**src/rtl/fp_pkg.sv**
```systemverilog
`default_nettype none
// ============================================================================
// Module  : fp_pkg
// Brief   : Shared FP constants, rounding codes, flag indices, scheduler state.
// Revision: 1.0
// ============================================================================
package fp_pkg;

    localparam logic [31:0] FP_NANQ  = 32'h7FC0_0000;
    localparam logic [31:0] FP_PINF  = 32'h7F80_0000;
    localparam logic [31:0] FP_NINF  = 32'hFF80_0000;
    localparam logic [31:0] FP_PZERO = 32'h0000_0000;
    localparam logic [31:0] FP_NZERO = 32'h8000_0000;

    localparam logic [2:0] RNe = 3'b000;
    localparam logic [2:0] RZ  = 3'b001;
    localparam logic [2:0] RD  = 3'b010;
    localparam logic [2:0] RU  = 3'b011;
    localparam logic [2:0] RNa = 3'b100;

    // Bit positions inside the 5-bit {ov, un, inv, div_zero, inexact} vector
    localparam int FLG_OV  = 4;
    localparam int FLG_UN  = 3;
    localparam int FLG_INV = 2;
    localparam int FLG_DZ  = 1;
    localparam int FLG_NX  = 0;

    typedef enum logic [1:0] {
        S_IDLE  = 2'd0,
        S_ISSUE = 2'd1,
        S_WAIT  = 2'd2,
        S_RESP  = 2'd3
    } div_sched_state_t;

endpackage
`default_nettype wire

```
**src/rtl/rr_arbiter.sv**
```systemverilog
`default_nettype none
// ============================================================================
// Module  : rr_arbiter
// Brief   : Combinational round-robin pick: first set request at/after ptr.
// Revision: 1.0
// ============================================================================
module rr_arbiter #(
    parameter int NREQ = 4,
    parameter int IW   = $clog2(NREQ)
) (
    input  logic [NREQ-1:0] i_req,
    input  logic [IW-1:0]   i_ptr,
    output logic [NREQ-1:0] o_gnt,
    output logic [IW-1:0]   o_idx,
    output logic            o_any
);

    logic [NREQ-1:0] w_rot;
    logic [IW-1:0]   w_pos;
    logic [IW:0]     w_sum;

    // Rotate so that slot ptr lands at bit 0, then lowest set bit wins
    assign w_rot = NREQ'({i_req, i_req} >> i_ptr);

    always_comb begin
        w_pos = '0;
        for (int k = NREQ - 1; k >= 0; k--) begin
            if (w_rot[k]) begin
                w_pos = IW'(k);
            end
        end
    end

    assign w_sum = {1'b0, i_ptr} + {1'b0, w_pos};
    assign o_idx = (w_sum >= (IW+1)'(NREQ)) ? IW'(w_sum - (IW+1)'(NREQ))
                                            : w_sum[IW-1:0];
    assign o_any = |i_req;
    assign o_gnt = o_any ? (NREQ'(1) << o_idx) : '0;

endmodule
`default_nettype wire

```
**src/rtl/fp_div_sched.sv**
```systemverilog
`default_nettype none
// ============================================================================
// Module  : fp_div_sched
// Brief   : Round-robin scheduler sharing one fp_div among NREQ requesters.
// Revision: 1.0
// ============================================================================
module fp_div_sched
    import fp_pkg::*;
#(
    parameter int NREQ    = 4,
    parameter int W       = 32,
    parameter int MIN_LAT = 3,
    parameter int TMO     = 64
) (
    input  logic                    clk,
    input  logic                    rst,
    input  logic [NREQ-1:0]         req_valid,
    output logic [NREQ-1:0]         req_ready,
    input  logic [NREQ*W-1:0]       req_in1,
    input  logic [NREQ*W-1:0]       req_in2,
    input  logic [NREQ*3-1:0]       req_rm,
    output logic [W-1:0]            div_in1,
    output logic [W-1:0]            div_in2,
    output logic [2:0]              div_round_m,
    output logic                    div_act,
    input  logic [W-1:0]            div_out,
    input  logic                    div_ov,
    input  logic                    div_un,
    input  logic                    div_inv,
    input  logic                    div_div_zero,
    input  logic                    div_inexact,
    input  logic                    div_done,
    output logic                    rsp_valid,
    input  logic                    rsp_ready,
    output logic [$clog2(NREQ)-1:0] rsp_id,
    output logic [W-1:0]            rsp_out,
    output logic [4:0]              rsp_flags,
    output logic                    rsp_tmo,
    output logic                    busy
);

    localparam int IW = $clog2(NREQ);
    localparam int CW = $clog2(TMO + 1);

    div_sched_state_t r_state;
    logic [IW-1:0]    r_ptr;
    logic [IW-1:0]    r_gid;
    logic [CW-1:0]    r_wcnt;
    logic [W-1:0]     r_div_in1;
    logic [W-1:0]     r_div_in2;
    logic [2:0]       r_div_rm;
    logic             r_div_act;
    logic             r_rsp_valid;
    logic [W-1:0]     r_rsp_out;
    logic [4:0]       r_rsp_flags;
    logic             r_rsp_tmo;
    logic             r_busy;

    logic [NREQ-1:0]  w_gnt;
    logic [IW-1:0]    w_gidx;
    logic             w_any;
    logic [IW-1:0]    w_ptr_nxt;

    rr_arbiter #(
        .NREQ (NREQ),
        .IW   (IW)
    ) u_arb (
        .i_req (req_valid),
        .i_ptr (r_ptr),
        .o_gnt (w_gnt),
        .o_idx (w_gidx),
        .o_any (w_any)
    );

    assign req_ready = (r_state == S_IDLE) ? w_gnt : '0;
    assign w_ptr_nxt = (r_gid == IW'(NREQ - 1)) ? '0 : r_gid + 1'b1;

    always_ff @(posedge clk) begin
        if (rst) begin
            r_state     <= S_IDLE;
            r_ptr       <= '0;
            r_gid       <= '0;
            r_wcnt      <= '0;
            r_div_in1   <= '0;
            r_div_in2   <= '0;
            r_div_rm    <= '0;
            r_div_act   <= 1'b0;
            r_rsp_valid <= 1'b0;
            r_rsp_out   <= '0;
            r_rsp_flags <= '0;
            r_rsp_tmo   <= 1'b0;
            r_busy      <= 1'b0;
        end else begin
            r_div_act <= 1'b0;
            case (r_state)
                S_IDLE: begin
                    if (w_any) begin
                        r_div_in1 <= req_in1[w_gidx*W +: W];
                        r_div_in2 <= req_in2[w_gidx*W +: W];
                        r_div_rm  <= req_rm[w_gidx*3 +: 3];
                        r_gid     <= w_gidx;
                        r_div_act <= 1'b1;
                        r_busy    <= 1'b1;
                        r_state   <= S_ISSUE;
                    end
                end
                S_ISSUE: begin
                    r_wcnt  <= '0;
                    r_state <= S_WAIT;
                end
                S_WAIT: begin
                    if (r_wcnt < CW'(TMO)) begin
                        r_wcnt <= r_wcnt + 1'b1;
                    end
                    // A done seen before MIN_LAT belongs to an earlier operation
                    if ((r_wcnt >= CW'(MIN_LAT)) && div_done) begin
                        r_rsp_out   <= div_out;
                        r_rsp_flags <= {div_ov, div_un, div_inv, div_div_zero, div_inexact};
                        r_rsp_tmo   <= 1'b0;
                        r_rsp_valid <= 1'b1;
                        r_state     <= S_RESP;
                    end else if (r_wcnt == CW'(TMO - 1)) begin
                        r_rsp_out   <= W'(FP_NANQ);
                        r_rsp_flags <= 5'(1 << FLG_INV);
                        r_rsp_tmo   <= 1'b1;
                        r_rsp_valid <= 1'b1;
                        r_state     <= S_RESP;
                    end
                end
                S_RESP: begin
                    if (rsp_ready) begin
                        r_rsp_valid <= 1'b0;
                        r_ptr       <= w_ptr_nxt;
                        r_busy      <= 1'b0;
                        r_state     <= S_IDLE;
                    end
                end
                default: r_state <= S_IDLE;
            endcase
        end
    end

    assign div_in1     = r_div_in1;
    assign div_in2     = r_div_in2;
    assign div_round_m = r_div_rm;
    assign div_act     = r_div_act;
    assign rsp_valid   = r_rsp_valid;
    assign rsp_id      = r_gid & {IW{r_busy | r_rsp_valid}};
    assign rsp_out     = r_rsp_out;
    assign rsp_flags   = r_rsp_flags;
    assign rsp_tmo     = r_rsp_tmo;
    assign busy        = r_busy;

endmodule
`default_nettype wire

```
**config.mk**
```make
export PLATFORM = sky130hd
export DESIGN_NAME = fp_div_sched
export DESIGN_NICKNAME = d
export VERILOG_FILES = /design/src/rtl/fp_pkg.sv /design/src/rtl/rr_arbiter.sv /design/src/rtl/fp_div_sched.sv
export SDC_FILE = /design/constraint.sdc
export NUM_CORES = 1
export LEC_CHECK = 0
export CAP_MARGIN = 10
export CORE_ASPECT_RATIO = 0.6
export CORE_MARGIN = 3
export CORE_UTILIZATION = 35
export CTS_BUF_LIST = sky130_fd_sc_hd__clkbuf_16
export DETAILED_ROUTE_END_ITERATION = 10
export GPL_TIMING_DRIVEN = 0
export PLACE_DENSITY = 0.74
export SLEW_MARGIN = 20
export SYNTH_ARGS = -nofsm -noshare
export SYNTH_HDL_FRONTEND = slang
export SYNTH_SLANG_ARGS = --single-unit
export TNS_END_PERCENT = 50
```
**constraint.sdc**
```tcl
create_clock -name clk -period 3.75 [get_ports clk]
set_clock_uncertainty 0.05 [all_clocks]
set_input_delay 0.9375 -clock clk [delete_from_list [all_inputs] [get_ports clk]]
set_output_delay 0.9375 -clock clk [all_outputs]
set_load 0.03 [all_outputs]
```
==> results.json <==
{
  "via_per_inst": 5.71,
  "finalCritPeriodShare_pct": 96.3,
  "fmax_ghz": 0.277,
  "syn_area_per_cell_um2": 10.2,
  "syn_area_um2": 7520,
  "startpoint_type": "input pin",
  "required_ns": 2.76,
  "gp_congestion": 0.838,
  "place_inst": 1434,
  "ff2ff_setup_slack_ns": 0.30,
  "netlist.top_cell.by_area": "dfxtp_1",
  "yosys.cell_count.top_type": "mux2i_1",
  "areaGrowthSynthToFinish_pct": 68.8,
  "track_usage_pct": 27.4,
  "cts_buffer_depth": 2,
  "ys.flop_type": "dfxtp_1",
  "post_drt_wl_per_cell_um": 22.8,
  "totalWireLength_um": 33500,
  "reg2reg_to": "div_in1[10]",
  "synth_edf_count": 0,
  "cts_hold_buf": 0,
  "synth-seq-area-share_pct": 32.2,
  "grt_remaining_overflow": 0,
  "ys_types": 48,
  "hold_viol": 0,
  "hold_path_end": "rsp_tmo",
  "crit_fanout": 10,
  "period_needed_ns": 3.61,
  "core-area_um2": 20500,
  "min_path_type": "reg -> reg",
  "path_delay_family": "buffers and inverters",
  "grt_max_degree": 17,
  "p_leak_nw": 4.73,
  "worstSetupEndpointType": "output pin",
  "power_density_nw_per_um2": 553,
  "clk_pin_slew_ns": 0.06,
  "ys_warn_count": 0,
  "postCtsSetupRepairBufs": 0,
  "numCtsBuffers": 17,
  "die_y_um": 120,
  "core.rowCount": 40,
  "root_buffer": "clkbuf_16",
  "slowest_stage": "a32oi_2",
  "vdd_drop_max_mv": 0.355,
  "power.total_mw": 7.02,
  "start_util_pct": 36.6,
  "worst_slew_pin_slew_ns": 0.967,
  "synth_top_area_share_pct": 32.2,
  "setup-tns-final_ns": 0,
  "first_global_vias": 8289,
  "drive_gt1_share_pct": 13.1,
  "rsz0062_at_grt": "no",
  "clk-insertion-delay-late_ns": 0.41,
  "cp_num_buf_inv": 3,
  "finalWorstSetupSlack_ns": 0.140,
  "timing.rr.start": "r_ptr[0]",
  "drc_errors": 0,
  "num-fill-cells": 1756,
  "outcome": "complete, no violations",
  "portBuffers": 423,
  "synth_commonest_cells": "mux2i_1 (136), dfxtp_1 (121), o221ai_1 (84)",
  "num_vias": 8365,
  "syn_inst": 738,
  "ys_ff_latch": 121,
  "crit_type": "in -> out",
  "worstPathArrival_ns": 2.62,
  "min_from": "rsp_tmo",
  "syn_nets": 1058,
  "die_x_um": 195,
  "path_cells": "buf_4 > nor2_1 > o32ai_2 > a32oi_2 > buf_2 > xnor2_2 > nor3_2 > buf_4",
  "post-place-ws_ns": -1.29,
  "drv_cap": 0,
  "async_flop_share_pct": 0,
  "critPathMaxStageDelay_ns": 0.41,
  "cts_tree": "done",
  "clkSinkCount": 121,
  "dieArea_um2": 23300,
  "fin_cells": 1466,
  "grt_pass1_wl_um": 50000,
  "layout.nets": 1499,
  "slew_headroom_pct": 35.5,
  "htree_levels": 4,
  "drt-initial-drc-count": 445,
  "antenna_found_initial": 3,
  "post-route-util_pct": 61.8,
  "setup_violations": 0,
  "ant_nets": 0,
  "crit_top_cell": "buf_4",
  "min_path_cells": 2,
  "boundaryPins": 427,
  "drv_slew": 0,
  "synthTopCellsByArea": "dfxtp_1 (32%), mux2i_1 (18%), o221ai_2 (10%)",
  "dp_hpwl_um": 26100,
  "r2r_cells": 10,
  "firstDrtPassIters": 8
}
## cells in the final DEF, fill, tap and decap left out, types with 7 or more instances in the layout
master and count:
a22o_1 67, a22oi_1 29, buf_2 37, buf_4 7, buf_6 9, clkbuf_1 24
clkbuf_16 17, clkdlybuf4s50_1 418, dfxtp_1 121, mux2i_1 136, nand2_1 8, nor2_1 57
nor2b_1 15, nor3_1 15, o221ai_1 84, o221ai_2 50
## how the worst max path moves through the flow
stage	start	end	slack (ns)	depth (start not counted)
after CTS	req_valid[3]	req_ready[2]	0.004	9
after global placement	req_valid[3]	req_ready[1]	-1.28	10
after detailed placement	req_valid[3]	req_ready[3]	-1.29	10
final	req_valid[1]	req_ready[2]	0.14	8
after floorplan	req_valid[0]	req_ready[0]	-0.007	7
after global routing	r_ptr[0]	req_ready[3]	0.007	9
## cell type report
| type | count | area (µm²) | area share [%] |
|---|---|---|---|
| inverter | 7 | 26.3 | 0.207 |
| multi-input combinational | 526 | 4640 | 36.6 |
| clock buffer | 17 | 425 | 3.35 |
| sequential | 121 | 2420 | 19.1 |
| antenna | 1 | 2.50 | 0.0197 |
| tap | 273 | 342 | 2.69 |
| timing repair buffer | 423 | 4220 | 33.3 |
| clock inverter | 15 | 129 | 1.02 |
| buffer | 83 | 478 | 3.77 |
## sequential cells by signal (all words and copies together), names as in the netlist, 3 cells and up
signal       cells
div_round_m      3
r_wcnt           7
div_in2         32
div_in1         32
rsp_flags        5
rsp_out         32
## cell families after synthesis
logic type / after synthesis / synth area share (%)
XOR/XNOR: 5 / 0.682
buffers and inverters: 91 / 6.59
flip-flops: 121 / 32.2
adder cells (fa/ha/maj): 7 / 1.16
AO/OA/AOI/OAI: 259 / 33.8
AND/OR/NAND/NOR: 119 / 7.41
multiplexers: 136 / 18.1
## per-stage QoR
stage          hold WS, ns  cell area (µm²)
2_1_floorplan        0.414             7530
3_3_place_gp         0.399            12100
3_5_place_dp         0.411            12100
4_1_cts              0.423            12700
5_1_grt              0.444            12700
6_report             0.419            12700
## report_power, final
part / switching [mW] / internal [mW] / total [mW]
clock network: 0.659 / 0.910 / 1.57
logic: 2.06 / 1.57 / 3.63
registers: 0.205 / 1.61 / 1.82
## worst register-to-register path, stage by stage (launching register included)
cell and delay [ns]:
dfxtp_1 0.37, clkbuf_4 0.22, nor2_1 0.06, a221oi_1 0.31
o211ai_1 0.13, ha_2 0.36, buf_2 0.39, buf_1 0.65
mux2i_1 0.42, o221ai_1 0.18, a22o_1 0.21
## layer usage
metal | vias to the layer above | track usage [%] | wire length [µm]
met5 | - | 0 | 34
met4 | 4 | 4.18 | 280
met3 | 20 | 7.94 | 2610
met2 | 349 | 45.6 | 16100
met1 | 4116 | 36.0 | 14400
li1 | 3876 | - | -
## what timing repair did
item | in CTS | in global routing
cloned | 0 | 0
endpoints found under the setup margin | 70 | 4
pin swaps | 0 | 1
resized for setup | 31 | 9
(Power assumes the default switching activity.)
